[src/rtl/hazard_scoreboard.sv]
// Hazard/forwarding scoreboard: shadow pipe of in-flight writes, load-use stall and EX forward select.
// Optional HAZ_STATS_EN macro adds saturating stall and forward counters.
module hazard_scoreboard #(
    parameter int AW       = 5,
    parameter int DEPTH    = 4,
    parameter int LOAD_LAT = 3,
    parameter int NSRC     = 2,
    localparam int SW      = $clog2(DEPTH + 1)
) (
    input  logic                 i_clk,
    input  logic                 i_rst,
    input  logic                 i_iss_valid,
    input  logic                 i_iss_wen,
    input  logic                 i_iss_load,
    input  logic [AW-1:0]        i_iss_wa,
    input  logic [NSRC*AW-1:0]   i_iss_ra,
    input  logic [NSRC-1:0]      i_iss_rused,
    input  logic                 i_flush,
    input  logic                 i_hold,
    output logic                 o_stall,
    output logic [NSRC*SW-1:0]   o_fwd_sel_e
`ifdef HAZ_STATS_EN
    ,
    output logic [31:0]          o_stall_cnt,
    output logic [31:0]          o_fwd_cnt
`endif
);

    logic [DEPTH:1]      r_v;
    logic [DEPTH:1]      r_wen;
    logic [DEPTH:1]      r_load;
    logic [AW-1:0]       r_wa [1:DEPTH];
    logic [NSRC*SW-1:0]  r_fwd;

    logic [DEPTH:1]      w_match [NSRC];
    logic [NSRC-1:0]     w_haz;
    logic [NSRC*SW-1:0]  w_fwd;
    logic                w_anyHaz;
    logic                w_hazStall;

    always_comb begin
        for (int i = 0; i < NSRC; i++) begin
            for (int k = 1; k <= DEPTH; k++) begin
                w_match[i][k] = i_iss_rused[i] && r_v[k] && r_wen[k] &&
                                (r_wa[k] == i_iss_ra[i*AW +: AW]) &&
                                (i_iss_ra[i*AW +: AW] != '0);
            end
        end
    end

    // Scan oldest to youngest so the youngest (smallest k) match overwrites the rest.
    always_comb begin
        w_haz = '0;
        w_fwd = '0;
        for (int i = 0; i < NSRC; i++) begin
            for (int k = DEPTH; k >= 1; k--) begin
                if (w_match[i][k]) begin
                    w_haz[i] = r_load[k] ? (k < LOAD_LAT) : (k < 1);
                    w_fwd[i*SW +: SW] = (k < DEPTH) ? SW'(k + 1) : '0;
                end
            end
        end
    end

    assign w_anyHaz   = |w_haz;
    assign w_hazStall = i_iss_valid && !i_flush && w_anyHaz;
    assign o_stall    = w_hazStall || i_hold;
    assign o_fwd_sel_e = r_fwd;

    // Shadow pipe advances unless memory back-pressure freezes it; stalls inject a bubble.
    always_ff @(posedge i_clk) begin
        if (i_rst) begin
            r_v    <= '0;
            r_wen  <= '0;
            r_load <= '0;
            r_fwd  <= '0;
            for (int k = 1; k <= DEPTH; k++) begin
                r_wa[k] <= '0;
            end
        end else if (!i_hold) begin
            for (int k = DEPTH; k >= 2; k--) begin
                r_v[k]    <= r_v[k-1];
                r_wen[k]  <= r_wen[k-1];
                r_load[k] <= r_load[k-1];
                r_wa[k]   <= r_wa[k-1];
            end
            r_v[1]    <= i_iss_valid && !i_flush && !w_anyHaz;
            r_wen[1]  <= i_iss_wen;
            r_load[1] <= i_iss_load;
            r_wa[1]   <= i_iss_wa;
            r_fwd     <= w_hazStall ? '0 : w_fwd;
        end
    end

`ifdef HAZ_STATS_EN
    logic [31:0] r_stallCnt;
    logic [31:0] r_fwdCnt;
    logic [2:0]  w_fwdNz;

    always_comb begin
        w_fwdNz = '0;
        if (!w_hazStall) begin
            for (int i = 0; i < NSRC; i++) begin
                if (w_fwd[i*SW +: SW] != '0) begin
                    w_fwdNz = w_fwdNz + 3'd1;
                end
            end
        end
    end

    // Both counters saturate at all-ones rather than wrapping.
    always_ff @(posedge i_clk) begin
        if (i_rst) begin
            r_stallCnt <= '0;
            r_fwdCnt   <= '0;
        end else if (!i_hold) begin
            if (w_hazStall && (r_stallCnt != 32'hFFFF_FFFF)) begin
                r_stallCnt <= r_stallCnt + 32'd1;
            end
            if (r_fwdCnt > (32'hFFFF_FFFF - 32'(w_fwdNz))) begin
                r_fwdCnt <= 32'hFFFF_FFFF;
            end else begin
                r_fwdCnt <= r_fwdCnt + 32'(w_fwdNz);
            end
        end
    end

    assign o_stall_cnt = r_stallCnt;
    assign o_fwd_cnt   = r_fwdCnt;
`endif

endmodule

[config.mk]
export PLATFORM = sky130hd
export DESIGN_NAME = hazard_scoreboard
export DESIGN_NICKNAME = d
export VERILOG_FILES = /design/src/rtl/hazard_scoreboard.sv
export SDC_FILE = /design/constraint.sdc
export NUM_CORES = 1
export LEC_CHECK = 0
export CAP_MARGIN = 5
export CORE_MARGIN = 3
export CORE_UTILIZATION = 49
export CTS_CLUSTER_DIAMETER = 200
export DETAILED_ROUTE_END_ITERATION = 8
export GPL_TIMING_DRIVEN = 0
export PLACE_DENSITY = 0.87
export SKIP_CTS_REPAIR_TIMING = 1
export SYNTH_ARGS = -nofsm -noshare
export SYNTH_HDL_FRONTEND = slang
export SYNTH_SLANG_ARGS = --single-unit
[constraint.sdc]
create_clock -name i_clk -period 5.2 [get_ports i_clk]
set_input_delay 0.78 -clock i_clk [delete_from_list [all_inputs] [get_ports i_clk]]
set_output_delay 0.78 -clock i_clk [all_outputs]
set_load 0.02 [all_outputs]
* After elaboration in Yosys (flattened, before gate mapping)
Memories as Yosys holds them, arrays and structs flattened. Index checks and enable logic that the tools add are counted. W data, S select, Z words.
Word-level totals: register bits 14, memory bits (writable) 20, input port bits 24, output and inout bits 7, memories 1
Cells by class: eq/ne operators 6, mux-type cells 22, bitwise gates (word level) 4, reduce and logical (&&, ||, !) cells 33
Memory list:
- r_wa | depth 4, bits a word 5, read ports 3, clocked after Yosys merged registers in 0, write ports 4, line 32 | logic [AW-1:0] r_wa [1:DEPTH];
Operator list (number):
- $eq A5 B5 Y1 | 6
- $logic_and A1 B1 Y1 | 27
- $mux W5 | 4
- $mux W3 | 6
- $mux W1 | 11
- $reduce_bool A5 Y1 | 2
- $mux W6 | 1
- $or A1 B1 Y1 | 4
- $logic_not A1 Y1 | 2
- $reduce_or A2 Y1 | 1
- $logic_or A1 B1 Y1 | 1

* Depth between registers and ports, before layout
word-level depth 9, mapped depth 7

* Worst setup path before layout
OpenSTA, ideal clock, no wires.
path kind input to output, from input port i_iss_ra[0], to output port o_stall, arrival 2.409 ns, data required time 4.420 ns, slack 2.011 ns, stages on the path 6, path buffers 0, cells stage by stage or4_1 > o21ai_1 > or4_1 > nor2b_4 > o211a_4 > or3_1
Between the ends: cells in the longest elaborated chain, start to end 8, elaborated cells between the ends (all ways) 12
Ends and longest elaborated chain:
- from (decl) | line 16 | input logic [NSRC*AW-1:0] i_iss_ra,
- $eq A5 B5 Y1 | line 45 | (r_wa[k] == i_iss_ra[i*AW +: AW]) &&
- $logic_and A1 B1 Y1 | line 44 | w_match[i][k] = i_iss_rused[i] && r_v[k] && r_wen[k] &&
- $logic_and A1 B1 Y1 | line 45
- $mux W1 | line 57 | if (w_match[i][k]) begin
- $mux W1 (*) | line 57
- $reduce_or A2 Y1 (*) | line 65 | assign w_anyHaz = |w_haz;
- $logic_and A1 B1 Y1 (*) | line 66 | assign w_hazStall = i_iss_valid && !i_flush && w_anyHaz;
- $logic_or A1 B1 Y1 (*) | line 67 | assign o_stall = w_hazStall || i_hold;
- to (decl) | line 20 | output logic o_stall,
Mark *: on every way between the ends. The rest lies on a longest branch, timed or not.

* Worst setup path after layout
Same ends and word-level chain as after synthesis.

==> key figures <==
Timing
  – Worst slew margin: 57.8%
  – Slew Limit Fails: 0
  – RSZ-0062 raised after global routing: false
  – FMAX: 230 MHz
  – Final Critical Period: 4.36 ns
  – Worst Skew: 0.0100 ns
  – Slew at the pin closest to its max-slew limit: approximately 0.63 ns
  – Final Hold Viols: 0
  – Setup TNS: 0 ns
  – Fin crit share: a little over four fifths
  – Final Hold Slack: 0.456 ns
  – Final setup viols: 0
  – Final worst slack: 0.843 ns

Floorplan
  – Core outline area: 2880 um^2
  – Die Area: between 3000 and 4000 um^2
  – Die width: 62.2 um
  – Initial core utilization: 53.9%
  – FP Rows: 19
  – IO Pins: 31
  – Die Ht: 62.2 um

Setup path
  – Setup CP Type: primary input to primary output
  – Max incr delay on CP: 0.55 ns
  – FF-to-FF Start: r_wa[0][6]
  – CP startpoint kind: primary input
  – Reg-to-reg critical path endpoint: o_fwd_sel_e[1]
  – Critical Path AT: 3.58 ns
  – R2R cell count: 6
  – Flop2flop setup slack: 2.98 ns
  – CP Max Fanout: 7
  – Worst path most repeated cell: clkdlybuf4s50_1
  – Crit. End Element: primary output
  – Slowest-stage cell, CP: or4_1
  – Crit path required time: around 4.4 ns
  – Critical-path cell list: clkdlybuf4s50_1 > or4_1 > o21ai_1 > or4_4 > nand2_1 > and3_1 > clkbuf_1 > or3_1 > clkdlybuf4s50_1

Yosys
  – EDFF count, synth: 15
  – Top-count cell post-synth: xnor2_1
  – Commonest cells in the synthesized netlist: xnor2_1 (25), and2_1 (16), edfxtp_1 (15), nand2_1 (15), dfxtp_1 (14)
  – Mapped Nets: 170
  – Mapped Area: 1550 um^2
  – Post-synth top area share: between 20 and 30%
  – Seq/Total Area, Yosys: 47.1%
  – Seq cells post-synth: 29
  – Yosys warning total: 0
  – Top_reg_cell synth: edfxtp_1
  – Syn_area_per_cell: between 10 and 15 um^2
  – Top post-synthesis cells by area: edfxtp_1 (29%), dfxtp_1 (18%), xnor2_1 (14%)
  – Largest area contributor in the netlist: edfxtp_1
  – Asr flop ratio synth: 0%
  – Synth cell types: 29
  – Cells after Synth: 146

Place
  – GP Congestion: 0.863
  – Hpwl dp: 2670 um
  – Post-DP Area: 1890 um^2
  – Pre-CTS setup slack: 0.845 ns
  – Dpl cells: 217
  – Port bufs: 29

CTS
  – Clock-pin slew on the worst setup and hold paths: 0.09 ns
  – Max clock buf depth: 2
  – Num CTS Buffers: 5
  – Clock Root Buffer: clkbuf_4
  – CTS tree: done
  – Worst skew pair latency: approximately 0.32 ns
  – Max H-tree Level: 2
  – CTS sink cnt: 29

Min path
  – Hold/Removal Path Class: flop to flop
  – Hold Crit Depth: 2
  – Hold path start: o_fwd_sel_e[2]
  – Worst min-delay path endpoint: o_fwd_sel_e[2]

Pwr
  – LEAKAGE: between 0.7 and 0.8 nW
  – Sw frac: ~25%
  – VDD IR max: 0.196 mV
  – Int Pwr: 0.373 mW
  – Power Density: about 250 nW/um^2
  – Net Sw Power: 0.123 mW
  – Comb pwr share: 14.0%
  – Clk pwr share: approximately a third
  – Sequential Power Share: 53.0%

Global routing
  – Initial antenna violation count: 0
  – Total GRT Usage: 18.2%
  – Grt total ovfl: 0
  – Vias in the first global route: between 1000 and 1500
  – First-pass GRT wire length: around 5700 um
  – Pin count of the biggest net entering global routing: 16

Finish
  – Multi-input gate area: 797 um^2
  – # diodes: 0
  – Area overhead of the layout relative to synthesis: 27.2%
  – Final instance count without filler cells: around 230
  – Share of layout cells above drive strength 1: 9.29%
  – Fillcell total: between 200 and 250
  – Layout net count: between 200 and 250
  – Total area of sequential cells: 731 um^2
  – Design Area, Final: 1970 um^2

Job
  – Number of max-cap violations: 0

Drt
  – Routed vias: 1180
  – Detail Route Antenna Nets: 0
  – Drt via density: 5.24
  – Drt first-iter violations: 43
  – # DRC: 0
  – Post-Route WL: 3280 um
  – DRT Pass-1 Iters: 4
  – Drt wl/cell: around 15 um

Outcome
  – Status: completed
[kinds of logic (layout without fill, tap and decap cells)]
| family | count (synthesis) | after routing | share of synthesized area [%] |
|---|---|---|---|
| simple gates | 62 | 62 | 22.7 |
| xor+xnor | 30 | 30 | 16.9 |
| flops | 29 | 29 | 47.1 |
| compound gates | 12 | 12 | 7.26 |
| mux | 7 | 7 | 4.52 |
| buf+inv | 6 | 43 | 1.45 |
[how the worst max path moves through the flow]
stage / from / endpoint / cells after the start
2_1_floorplan: i_iss_ra[0] / o_stall / 6
3_3_place_gp: i_iss_ra[0] / o_stall / 9
3_5_place_dp: i_iss_ra[0] / o_stall / 9
4_1_cts: i_iss_ra[0] / o_stall / 9
5_1_grt: i_iss_ra[0] / o_stall / 9
6_report: i_iss_ra[0] / o_stall / 9
[registers in the layout, indices dropped and copies added, names as in the netlist]
| name | count |
|---|---|
| o_fwd_sel_e | 6 |
| r_load | 2 |
| r_v | 3 |
| r_wa | 15 |
| r_wen | 3 |
[cells in the final DEF (no fill, tap or decap), types with 2 or more instances in the layout]
master and n:
clkbuf_1 5, clkdlybuf4s50_1 29, and2_1 16, mux2i_1 7, nor2_1 8, dfxtp_1 14, o31ai_1 4, nand2_1 15
nor4_1 3, nor2b_1 3, xnor2_1 25, or4_4 2, xor2_1 5, nand3_1 2, or4_1 3, clkbuf_4 5
o41ai_2 2, nand4_1 5, edfxtp_1 15
[stage by stage]
step | utilization, % | power [mW]
detailed placement | 65.8 | 0.337
finish | 68.6 | 0.497
CTS | 68.6 | 0.501
global placement | 65.8 | 0.333
floorplan | - | 0.304
global route | 68.6 | 0.518
[worst max-delay path, delay by kind of cell]
kind	cells	cell delay, ns
compound gates	1	0.24
buf+inv	3	1.22
simple gates	5	1.32
[layer usage]
layer	vias up	wire (um)	track usage (%)	share of wire, %
li1	583	-	-	-
met1	567	1390	21.5	42
met2	28	1730	32.3	53
met3	2	141	5.59	4.3
met4	0	14	4.70	0.43
met5	-	0	0	0
[power groups by stage]
stage,logic (mW),clock network (mW),registers [mW]
2_1_floorplan,0.0394,0,0.265
3_3_place_gp,0.0663,0,0.267
3_5_place_dp,0.0691,0,0.268
4_1_cts,0.0696,0.168,0.263
5_1_grt,0.0757,0.178,0.264
6_report,0.0693,0.164,0.263
[final cells by class]
cell class	count	share of cell area, %
clock buffer	6	3.17
tap	42	2.66
sequential	29	37.1
multi-input combinational	111	40.4
timing repair buffer	29	14.7
clock inverter	2	0.825
buffer	5	0.952
inverter	1	0.190
No activity file was read; power rests on OpenSTA's default activity.
